$ cat src/rtl/branch_predict_gshare_ckpt_pkg.sv
// Shared constants and helpers for the checkpointed gshare predictor.
// Counter-state values are functions of the counter width because the
// width is a parameter of the top module.
package branch_predict_gshare_ckpt_pkg;

    // Counter value that predicts "taken" with the least confidence.
    function automatic int ctrWeakT(input int ctrWidth);
        return 1 << (ctrWidth - 1);
    endfunction

    // Largest value a counter can hold.
    function automatic int ctrMax(input int ctrWidth);
        return (1 << ctrWidth) - 1;
    endfunction

    // Smallest value a counter can hold.
    localparam int CTR_MIN = 0;

    // Single-bit payload fields.
    localparam int PAY_VALID_BITS = 1;
    localparam int PAY_PRED_BITS  = 1;

    // Packed payload layout, MSB first: {valid, pred, index, ghrSnap}.
    function automatic int payloadWidth(input int phtDepth, input int ghrLen);
        return PAY_VALID_BITS + PAY_PRED_BITS + phtDepth + ghrLen;
    endfunction

endpackage

$ cat src/rtl/branch_predict_gshare_ckpt_stage_reg.sv
// Pipeline payload register for one stage (D, E or M).
// A flush clears the payload and wins over a stall; a stall holds it.
module bp_stage_reg
    import branch_predict_gshare_ckpt_pkg::*;
#(
    parameter int WIDTH = payloadWidth(6, 6)
) (
    input  logic             clk,
    input  logic             rst,
    input  logic             clear,
    input  logic             enable,
    input  logic [WIDTH-1:0] d,
    output logic [WIDTH-1:0] q
);

    logic [WIDTH-1:0] payloadQ;

    // Payload register: async reset, then sync clear, then enabled load.
    always_ff @(posedge clk or posedge rst) begin
        if (rst) begin
            payloadQ <= '0;
        end else if (clear) begin
            payloadQ <= '0;
        end else if (enable) begin
            payloadQ <= d;
        end
    end

    assign q = payloadQ;

endmodule

$ cat src/rtl/branch_predict_gshare_ckpt.sv
// Gshare branch predictor with a per-branch history checkpoint.
// Each in-flight branch carries the speculative history it saw in F, so a
// mispredict in M restores the history exactly. The PHT is trained with the
// index captured in F, never a recomputed one.
module branch_predict_gshare_ckpt
    import branch_predict_gshare_ckpt_pkg::*;
#(
    parameter int PHT_DEPTH  = 6,
    parameter int GHR_LEN    = 6,
    parameter int CTR_WIDTH  = 2,
    parameter int PERF_WIDTH = 32
) (
    input  logic                  clk,
    input  logic                  rst,
    input  logic                  stallF,
    input  logic                  stallD,
    input  logic                  stallE,
    input  logic                  stallM,
    input  logic                  flushD,
    input  logic                  flushE,
    input  logic                  flushM,
    input  logic [31:0]           pcF,
    input  logic                  branchF,
    input  logic                  branchM,
    input  logic                  actual_takeM,
    output logic                  pred_takeD,
    output logic [PHT_DEPTH-1:0]  PHT_index,
    output logic [PHT_DEPTH-1:0]  update_PHT_index,
    output logic                  correct,
    output logic                  mispredictM,
    output logic [PERF_WIDTH-1:0] perf_branch_cnt,
    output logic [PERF_WIDTH-1:0] perf_mispred_cnt
);

    localparam int PW        = payloadWidth(PHT_DEPTH, GHR_LEN);
    localparam int PHT_ROWS  = 1 << PHT_DEPTH;
    localparam logic [CTR_WIDTH-1:0] CTR_WEAK_T = CTR_WIDTH'(ctrWeakT(CTR_WIDTH));
    localparam logic [CTR_WIDTH-1:0] CTR_MAX    = CTR_WIDTH'(ctrMax(CTR_WIDTH));
    localparam logic [CTR_WIDTH-1:0] CTR_FLOOR  = CTR_WIDTH'(CTR_MIN);

    logic [CTR_WIDTH-1:0]  phtQ [PHT_ROWS];
    logic [GHR_LEN-1:0]    ghrSpecQ;
    logic [GHR_LEN-1:0]    ghrSpecD;
    logic [GHR_LEN-1:0]    ghrRetireQ;
    logic [PERF_WIDTH-1:0] perfBranchQ;
    logic [PERF_WIDTH-1:0] perfMispredQ;

    logic [PHT_DEPTH-1:0]  ghrExt;
    logic [PHT_DEPTH-1:0]  indexF;
    logic                  predTakeF;
    logic [PW-1:0]         payF;
    logic [PW-1:0]         payD;
    logic [PW-1:0]         payE;
    logic [PW-1:0]         payM;

    logic                  predD;
    logic                  validM;
    logic                  predM;
    logic [PHT_DEPTH-1:0]  indexM;
    logic [GHR_LEN-1:0]    snapM;
    logic                  retireM;
    logic                  correctM;
    logic                  mispredM;

    // Saturating counter step; the MSB of the result is the taken threshold.
    function automatic logic [CTR_WIDTH-1:0] satUpdate(input logic [CTR_WIDTH-1:0] ctr,
                                                       input logic taken);
        if (taken) begin
            return (ctr == CTR_MAX) ? ctr : ctr + CTR_WIDTH'(1);
        end
        return (ctr == CTR_FLOOR) ? ctr : ctr - CTR_WIDTH'(1);
    endfunction

    // History is zero-extended into the low index bits before the XOR.
    assign ghrExt    = PHT_DEPTH'(ghrSpecQ);
    assign indexF    = pcF[PHT_DEPTH+1:2] ^ ghrExt;
    assign predTakeF = branchF & phtQ[indexF][CTR_WIDTH-1];
    assign payF      = {branchF, predTakeF, indexF, ghrSpecQ};

    bp_stage_reg #(.WIDTH(PW)) stageD (
        .clk    (clk),
        .rst    (rst),
        .clear  (flushD),
        .enable (~stallD),
        .d      (payF),
        .q      (payD)
    );

    bp_stage_reg #(.WIDTH(PW)) stageE (
        .clk    (clk),
        .rst    (rst),
        .clear  (flushE),
        .enable (~stallE),
        .d      (payD),
        .q      (payE)
    );

    bp_stage_reg #(.WIDTH(PW)) stageM (
        .clk    (clk),
        .rst    (rst),
        .clear  (flushM),
        .enable (~stallM),
        .d      (payE),
        .q      (payM)
    );

    assign predD    = payD[PW-2];
    assign validM   = payM[PW-1];
    assign predM    = payM[PW-2];
    assign indexM   = payM[PW-3 -: PHT_DEPTH];
    assign snapM    = payM[GHR_LEN-1:0];

    assign correctM = (predM == actual_takeM);
    assign mispredM = branchM & validM & ~correctM;
    assign retireM  = branchM & validM & ~stallM;

    // Next speculative history: a resolved mispredict rebuilds it from the
    // checkpoint and discards any same-cycle wrong-path F update.
    always_comb begin
        ghrSpecD = ghrSpecQ;
        if (mispredM && !stallM) begin
            ghrSpecD = {snapM[GHR_LEN-2:0], actual_takeM};
        end else if (branchF && !stallF) begin
            ghrSpecD = {ghrSpecQ[GHR_LEN-2:0], predTakeF};
        end
    end

    // Speculative history register.
    always_ff @(posedge clk or posedge rst) begin
        if (rst) begin
            ghrSpecQ <= '0;
        end else begin
            ghrSpecQ <= ghrSpecD;
        end
    end

    // Retired history, kept for debug observation only.
    always_ff @(posedge clk or posedge rst) begin
        if (rst) begin
            ghrRetireQ <= '0;
        end else if (retireM) begin
            ghrRetireQ <= {ghrRetireQ[GHR_LEN-2:0], actual_takeM};
        end
    end

    // PHT training at the index captured in F; F reads the pre-write value.
    always_ff @(posedge clk or posedge rst) begin
        if (rst) begin
            for (int i = 0; i < PHT_ROWS; i++) begin
                phtQ[i] <= CTR_WEAK_T;
            end
        end else if (retireM) begin
            phtQ[indexM] <= satUpdate(phtQ[indexM], actual_takeM);
        end
    end

    // Retirement performance counters, saturating at all-ones.
    always_ff @(posedge clk or posedge rst) begin
        if (rst) begin
            perfBranchQ  <= '0;
            perfMispredQ <= '0;
        end else if (retireM) begin
            if (perfBranchQ != '1) begin
                perfBranchQ <= perfBranchQ + PERF_WIDTH'(1);
            end
            if (mispredM && perfMispredQ != '1) begin
                perfMispredQ <= perfMispredQ + PERF_WIDTH'(1);
            end
        end
    end

    // PC bits outside the index window and the debug history feed no output.
    logic unusedBits;
    assign unusedBits = ^{pcF[31:PHT_DEPTH+2], pcF[1:0], ghrRetireQ};

    assign pred_takeD       = predD;
    assign PHT_index        = indexF;
    assign update_PHT_index = indexM;
    assign correct          = correctM;
    assign mispredictM      = mispredM;
    assign perf_branch_cnt  = perfBranchQ;
    assign perf_mispred_cnt = perfMispredQ;

endmodule
$ cat config.mk
export PLATFORM = sky130hd
export DESIGN_NAME = branch_predict_gshare_ckpt
export DESIGN_NICKNAME = d
export VERILOG_FILES = /design/src/rtl/branch_predict_gshare_ckpt_pkg.sv /design/src/rtl/branch_predict_gshare_ckpt_stage_reg.sv /design/src/rtl/branch_predict_gshare_ckpt.sv
export SDC_FILE = /design/constraint.sdc
export NUM_CORES = 1
export LEC_CHECK = 0
export BUFFER_PORTS_ARGS = -buffer_cell sky130_fd_sc_hd__buf_2
export CAP_MARGIN = 20
export CORE_MARGIN = 3
export CORE_UTILIZATION = 41
export DETAILED_ROUTE_END_ITERATION = 8
export PLACE_DENSITY_LB_ADDON = 0.25
export SETUP_SLACK_MARGIN = 0.02
export SLEW_MARGIN = 20
export SYNTH_ARGS = -nofsm -noshare
export SYNTH_HDL_FRONTEND = slang
export SYNTH_SLANG_ARGS = --single-unit
$ cat constraint.sdc
create_clock -name clk -period 20 [get_ports clk]
set_input_delay 1 -clock clk [delete_from_list [all_inputs] [get_ports clk]]
set_output_delay 1 -clock clk [all_outputs]
set_load 0.01 [all_outputs]
Word-level counts from Yosys, hierarchy flattened:

Cells that the tools add are included.

* add/sub/neg operators: 4
* $lt $le $gt $ge: 3
* equality and inequality tests: 7
* multiplexer cells: 24
* bitwise gates (word level): 9
* reductions and logical operators: 10

Operators by type and width (count)
* 128-bit bitwise mux: 1
* 14-bit 2-to-1 mux: 6
* 32-bit by 1-bit adder with 32-bit output, second input constant: 2
* 32-bit inequality test, second input constant: 2
* 2-bit binary-select mux with 6-bit select: 2
* 2-bit 2-to-1 mux: 10
* 7-bit greater-or-equal comparator, second input constant: 2
* 6-bit inverter with 7-bit output: 2
* 2-bit demux with 6-bit select: 1
* 6-bit 2-to-1 mux: 2
* 7-bit by 1-bit less-than comparator with 1-bit output, second input constant: 1
* 2-bit by 1-bit inequality test with 1-bit output, second input constant: 3
* 6-bit XOR: 1
* 1-bit bitwise AND: 4
* 1-bit logical AND: 4
* 2-bit AND reduction: 2
* 2-bit by 1-bit adder with 2-bit output, second input constant: 1
* 2-bit equality test, second input constant: 1
* 1-bit logical NOT: 2
* 2-bit logical NOT: 1
* 1-bit 2-to-1 mux: 2
* 1-bit inverter: 2
* 2-bit nonzero test: 1
* 2-bit by 1-bit subtractor with 2-bit output, second input constant: 1
* 1-bit equality test: 1

* register bits after elaboration: 240
* output and inout bits: 79
* word-level logic and storage cells: 127

Longest topological paths before layout:

Gate-level depths: netlist of the first run.

* depth after elaboration: 10
* gate-level depth with buffers: 12
* mapped depth without buffers: 8

Modules after synthesis:

Synthesis of the first run repeated with hierarchy kept, for this count alone.

* cell total of the unflattened synthesis: 1094
* area total of the unflattened synthesis: 11944.0 um^2

Modules (own cells, without submodules)
* branch_predict_gshare_ckpt: instances 1, cells each 956, area each 10198.5 um^2, sequential area each 5034.8 um^2
* bp_stage_reg: instances 3, cells each 46, area each 581.8 um^2, sequential area each 350.3 um^2

Least setup slack after synthesis of the first run:

Ideal clock, no wire load.

* path kind: in2reg
* start point: in stallM
* end point: reg perfMispredQ[27], in the netlist perf_mispred_cnt[27]
* library setup time: 0.125 ns
* arrival: 2.956 ns
* required time: 19.875 ns
* path slack: 16.919 ns
* stages: 8
* buffers on the path: 1
* cells stage by stage: buf_2 > nand3b_1 > nor2_1 > nand2_1 > or4b_2 > nor3_1 > nand4_1 > xnor2_1

* longest elaborated chain between the ends: 3

RTL lines
* start: declaration: line branch_predict_gshare_ckpt.sv:18 `input logic stallM,`
* 1-bit inverter: line branch_predict_gshare_ckpt.sv:115 `assign retireM = branchM & validM & ~stallM;`
* 1-bit bitwise AND: line branch_predict_gshare_ckpt.sv:115
* 2-bit AND reduction (no source line)
* end signal: assignment: line branch_predict_gshare_ckpt.sv:167 `perfMispredQ <= perfMispredQ + PERF_WIDTH'(1);`
* end: declaration: line branch_predict_gshare_ckpt.sv:46 `logic [PERF_WIDTH-1:0] perfMispredQ;`

No other way between the ends.
A chain may end at the register's enable or synchronous reset.

Final worst setup path of the first run:

Same ends and word-level chain as after synthesis.

==> flow_summary_export.csv, run 1 <==
group,metric,value,unit
cells_and_area,layout-drive-gt1-share,0.224,
timing,maxSlewHeadroom,0.303,
detailed_routing,routed_wl,31.6,mm
synth,synth.yosys.seq_area_share,0.502,
run_status,status,"complete, no violations",
synth,synthArstFlopShare,1.00,
synth,synth_area_leaders,"dfrtp_1, dfstp_2, mux2i_1",
detailed_routing,viasPerCell,5.56,
setup_path,required,20420,ps
setup_path,path_cells,"buf_2, nand3b_1, nor2_1, nand2_1, or4b_2, nor3_1, nand4_1, xnor2_1",
synth,syn_area_per_cell,10.1,um2
floorplan,fp-row-count,61,
clock_network,clock_latency,540,ps
timing,tightest_slew,1040,ps
synth,netlist_area,12000,um2
timing,setup-tns-final,0,ps
synth,synth-main-ff-cell,"dfrtp_1",
setup_path,r2r_cells,9,
placement,place_inst,1600,
synth,synthesis.nets,1229,
power,p_int,0.000901,W
setup_path,reg2reg_to,"phtQ[121]",
power,p_seq_frac,0.411,
setup_path,crit_slowest_cell,"nor2_1",
setup_path,critPathKind,"primary input to flip-flop",
setup_path,cp.depth,8,
floorplan,io-pin-count,123,
floorplan,chipHeight,177,um
power,p_comb_frac,0.143,
global_route,grt_pass1_wl,51.6,mm
timing,rsz0062_at_grt,"no",
setup_path,critPathArrivalTime,4410,ps
power,power.switching,0.000338,W
setup_path,endpoint,"perf_mispred_cnt[27]",
synth,synth_cells,1183,
clock_network,cts_buffers,28,
synth,netlist-cell-type-count,59,
clock_network,cts_tree,"yes",
clock_network,hold_buffers,0,
detailed_routing,drt-pass1-iter-count,6,
setup_path,worstPathMaxFanout,15,
clock_network,clkTransAtPathRegs,60,ps
placement,dp_slack,15480,ps
synth,synth_top_area_share,0.362,
detailed_routing,num_vias,9196,
cells_and_area,syn_to_final_growth,14.6,%
clock_network,cts_max_path_buffers,3,
power,switching_share,0.273,
placement,gp_congestion,0.866,
detailed_routing,drtIter0Drc,738,
setup_path,cpPeakStageDelay,780,ps
placement,hpwl,20.2,mm
clock_network,root_buffer,"clkbuf_16",
timing,layout_setup_ws,16020,ps
detailed_routing,wl_per_cell,19.1,um
floorplan,dieWidth,177,um
synth,synth_edf_count,0,
setup_path,critPathTopFamily,"simple AND/OR/NAND/NOR gates",
power,power.density,90.4,nW/um2
setup_path,regToRegSetupSlack,16160,ps
floorplan,coreArea,28200,um2
global_route,grt_max_degree,98,
run,drv_cap,0,
timing,fmax,251,MHz
setup_path,endpoint_kind,"flip-flop",
clock_network,htree_levels,1,
global_route,grt_overflow,0,
timing,min_period,3980,ps
timing,fin_crit_sh,0.199,
setup_path,crit_buf_inv,1,
clock_network,cts_setup_buffers,0,
cells_and_area,final_nets,1299,
hold_path,min-delay-start,"phtQ[20]",
global_route,grt_usage,0.205,
synth,yosys.area.top_type,"dfrtp_1",
timing,finClkSkew,10.3,ps
power,power.share.clock,0.446,
setup_path,startpoint,"stallM",
clock_network,clock-sinks,237,
synth,synth-seq-cells,237,
cells_and_area,diodes,0,
setup_path,r2r_start,"stageM.q[6]",
timing,finalMaxSlewViolations,0,
clock_network,cts_resized,0,
timing,hold_viol,0,
floorplan,die_area,31300,um2
global_route,grt_pass1_vias,9044,
setup_path,crit_path_start_kind,"primary input",
power,p_leak,5.95,nW
timing,hold_slack,475,ps
floorplan,start_util,0.424,
detailed_routing,drt.antenna.violating_nets,0,
hold_path,worstHoldPathType,"flip-flop to flip-flop",
placement,port_buffers,96,
detailed_routing,drc,0,
global_route,grt_antenna_before_repair,0,
synth,yosysWarnings,0,
timing,finalSetupViolCount,0,
cells_and_area,stdcell_count,1653,
power,ir_drop,0.0789,mV
## power by group through the flow
stage | combinational [W] | clock, W | sequential [W]
2_1_floorplan | 0.000129 | 0 | 0.000512
3_3_place_gp | 0.000177 | 0 | 0.000517
3_5_place_dp | 0.000178 | 0 | 0.000517
4_1_cts | 0.000178 | 0.000562 | 0.000509
5_1_grt | 0.000193 | 0.000583 | 0.000511
6_report | 0.000178 | 0.000552 | 0.000510
## placed cells by master (no fill, tap or decap), types with 15 or more instances in the layout
cell type / netlist / final
inv_1: 22 / 21
nand4_1: 24 / 24
o21ai_0: 64 / 64
clkbuf_16: 0 / 33
dfstp_2: 64 / 64
nand2_1: 149 / 149
buf_2: 16 / 96
dfrtp_1: 173 / 171
nor2_1: 151 / 149
a31oi_1: 30 / 30
a21oi_1: 75 / 75
xnor2_1: 52 / 52
buf_4: 12 / 17
nand3_1: 31 / 31
mux4_2: 21 / 21
nor3_1: 16 / 15
xor2_1: 16 / 15
mux2i_1: 84 / 84
## layout make-up
class	instances	area (um2)
timing repair buffer	114	613
inverter	22	90.1
sequential	237	6010
clock inverter	8	95.1
clock buffer	44	937
tap	378	473
multi-input combinational	850	5490
fill	2664	14500
## tightest hold or removal path: stages, from the launching register on
cell and delay (ps):
dfrtp_1 340, nand2_1 40, o21ai_0 50
## sequential cells by signal, indices dropped and copies added, names as in the netlist
signal,count
phtQ,128
stageD.q,13
perf_branch_cnt,32
stageM.q,13
perf_mispred_cnt,32
ghrExt,6
stageE.q,13
## metal layers
layer | GRT usage | wire, um
met5 | 0 | 0
met2 | 0.315 | 14300
met1 | 0.303 | 14600
met4 | 0.0566 | 709
met3 | 0.0294 | 1960
## how the worst min path moves through the flow
stage	endpoint	cells after the start
finish	phtQ[20]	2
global route	phtQ[92]	2
CTS	phtQ[40]	2
detailed placement	phtQ[40]	2
global placement	phtQ[114]	2
floorplan	phtQ[86]	2
## cells by family after synthesis
| logic type | Yosys count | share of synthesized area |
|---|---|---|
| AO/OA/AOI/OAI | 235 | 0.119 |
| buffers and inverters | 96 | 0.0425 |
| XOR/XNOR | 69 | 0.0511 |
| multiplexers | 116 | 0.120 |
| AND/OR/NAND/NOR | 426 | 0.161 |
| adder cells (fa/ha/maj) | 4 | 0.00408 |
| flip-flops | 237 | 0.502 |
## per-stage QoR
stage	utilization	total power [W]	area (um2)
floorplan	-	0.000642	12000
global placement	0.449	0.000694	12700
detailed placement	0.449	0.000695	12700
CTS	0.485	0.00125	13700
global route	0.486	0.00129	13700
finish	0.486	0.00124	13700
## cell usage after synthesis (all sizes together), types with 2 or more instances
master   number
nand2b        4
or3           2
o221ai        2
a2111oi       2
o211ai        7
clkbuf       30
a2bb2oi       3
o31ai        13
nand2       149
and3b         2
a22oi         7
nand4        24
xnor2        53
a21oi        75
nand3b        5
and3          9
or4b          2
inv          22
o21ai        71
and4          8
a221o         2
nor3b         8
nand3        31
nor2        151
ha            2
nor3         16
nor2b         3
o22ai        11
mux2         11
nor4          6
a21boi        2
mux2i        84
a22o          2
dfrtp       173
maj3          2
a221oi        3
dfstp        64
mux4         21
a31oi        30
and2          3
a211oi        3
buf          44
xor2         16
Power figures use the tool's default switching activity.
==> inputs of run 2 (changes only) <==
==> constraint.sdc (replaced) <==
create_clock -name clk -period 4 [get_ports clk]
set_input_delay 0.2 -clock clk [delete_from_list [all_inputs] [get_ports clk]]
set_output_delay 0.2 -clock clk [all_outputs]
set_load 0.01 [all_outputs]
==> run 2 against run 1 <==
- clock power rose to 4.6 times the previous value
- global-route usage rose by 0.20 points
- combinational power rose to 5.1 times the previous value
- register-to-register slack got worse by 16000 ps
- largest cell class unchanged
- largest power group is now sequential cells
==> flow_summary_export.csv, run 2 (synthesized netlist as in run 1, its figures left out) <==
group,metric,value,unit
timing,layout_setup_ws,624,ps
cells_and_area,layout-drive-gt1-share,0.236,
power,ir_drop,0.479,mV
run,drv_cap,0,
timing,tightest_slew,1060,ps
power,power.density,433,nW/um2
placement,dp_slack,646,ps
detailed_routing,viasPerCell,5.56,
timing,finClkSkew,19.4,ps
cells_and_area,registers.top_by_ff_count,"phtQ",
clock_network,cts_max_path_buffers,3,
cells_and_area,final_common_cell,"dfrtp_1",
timing,min_period,3380,ps
setup_path,critPathArrivalTime,3820,ps
setup_path,required,4440,ps
global_route,grt_antenna_before_repair,0,
global_route,grt_overflow,0,
timing,fin_crit_sh,0.844,
detailed_routing,drtIter0Drc,753,
placement,gp_congestion,0.834,
power,p_leak,6.04,nW
cells_and_area,mostFrequentLayoutCells,"dfrtp_1, nor2_1, nand2_1, buf_2, mux2i_1",
placement,port_buffers,96,
floorplan,fp-row-count,61,
timing,setup-tns-final,0,ps
run_status,status,"complete, no violations",
setup_path,critPathKind,"flip-flop to flip-flop",
global_route,grt_max_degree,122,
setup_path,crit_top_cell,"buf_4",
global_route,grt_pass1_vias,9154,
floorplan,chipHeight,177,um
setup_path,crit_path_start_kind,"flip-flop",
timing,hold_viol,0,
cells_and_area,stdcell_count,1677,
power,total_power,0.00601,W
clock_network,root_buffer,"clkbuf_16",
setup_path,r2r_start,"stageM.q[7]",
floorplan,io-pin-count,123,
setup_path,crit_buf_inv,2,
setup_path,endpoint_kind,"flip-flop",
timing,finalSetupViolCount,0,
clock_network,htree_levels,1,
floorplan,dieWidth,177,um
clock_network,cts_setup_buffers,0,
cells_and_area,largest_reg_flops,128,
setup_path,cpPeakStageDelay,720,ps
detailed_routing,wl_per_cell,19.1,um
detailed_routing,drt-pass1-iter-count,6,
cells_and_area,diodes,0,
hold_path,min-delay-start,"flushD",
cells_and_area,fin_util,0.491,
cells_and_area,final_nets,1325,
setup_path,startpoint,"stageM.q[7]",
global_route,grt_usage,0.207,
floorplan,die_area,31300,um2
clock_network,clkTransAtPathRegs,60,ps
clock_network,cts_buffers,27,
setup_path,worstPathMaxFanout,53,
detailed_routing,drc,0,
setup_path,crit_slowest_cell,"dfrtp_2",
detailed_routing,routed_wl,32.0,mm
detailed_routing,num_vias,9326,
clock_network,clock-sinks,237,
floorplan,start_util,0.424,
timing,rsz0062_at_grt,"no",
cells_and_area,syn_to_final_growth,15.9,%
floorplan,coreArea,28200,um2
global_route,grt_pass1_wl,51.9,mm
setup_path,path_cells,"buf_4, mux4_2, nand2_1, a21oi_1, a2111oi_2, nand4_1, maj3_4, buf_4, o21ai_0",
timing,finalMaxSlewViolations,0,
clock_network,clock_latency,530,ps
clock_network,cts_resized,0,
setup_path,critPathTopFamily,"flip-flops",
timing,fmax,296,MHz
hold_path,worstHoldPathType,"primary input to flip-flop",
detailed_routing,drt.antenna.violating_nets,0,
placement,hpwl,21.4,mm
placement,place_inst,1625,
timing,maxSlewHeadroom,0.287,
clock_network,cts_tree,"yes",
run 2: final cells by class:
cell class                      count  area, um2
Sequential cell                   237       6010
Clock buffer                       36        769
Timing Repair Buffer              141        888
Fill cell                        2667      14400
Clock inverter                     13        145
Inverter                           22       86.3
Tap cell                          378        473
Multi-Input combinational cell    850       5490
run 2: report_power, final:
group / leakage, nW / switching [W] / total (W) / internal, W
clock network: 0.455 / 0.00101 / 0.00255 / 0.00154
registers: 3.01 / 0.0000799 / 0.00255 / 0.00247
logic: 2.58 / 0.000581 / 0.000907 / 0.000326
run 2: per-stage QoR:
step	hold slack, ps	cell area [um2]
floorplan	263	12000
global placement	274	12900
detailed placement	275	12900
CTS	28.3	13900
global route	42.2	13900
finish	35.3	13900
run 2: worst paths after layout:
path                                   endpoint  slack (ps)  cells past startpoint
max                                   phtQ[104]         620                      9
min                                 stageD.q[1]          40                      2
max reg2reg                           phtQ[104]         620                      9
min reg2reg                            phtQ[86]         470                      2
max in group asynchronous              phtQ[58]        2700                      4
min in group asynchronous  perf_mispred_cnt[25]         270                      3
run 2: repair_timing:
action	in CTS	in global routing
endpoints found under the setup margin	0	0
endpoints found under the hold margin	22	0
hold buffers	3	0
run 2: worst register-to-register path, stage by stage, from the launching register on:
cell and delay (ps):
dfrtp_2 720, buf_4 310, mux4_2 510, nand2_1 100, a21oi_1 100, a2111oi_2 340, nand4_1 160, maj3_4 600
buf_4 270, o21ai_0 190
run 2: routing by layer:
| layer | GRT usage | share of wire | vias up |
|---|---|---|---|
| li1 | - | - | 4382 |
| met1 | 0.301 | 0.45 | 4601 |
| met2 | 0.323 | 0.46 | 284 |
| met3 | 0.0337 | 0.066 | 59 |
| met4 | 0.0553 | 0.024 | 0 |
| met5 | 0 | 0 | - |
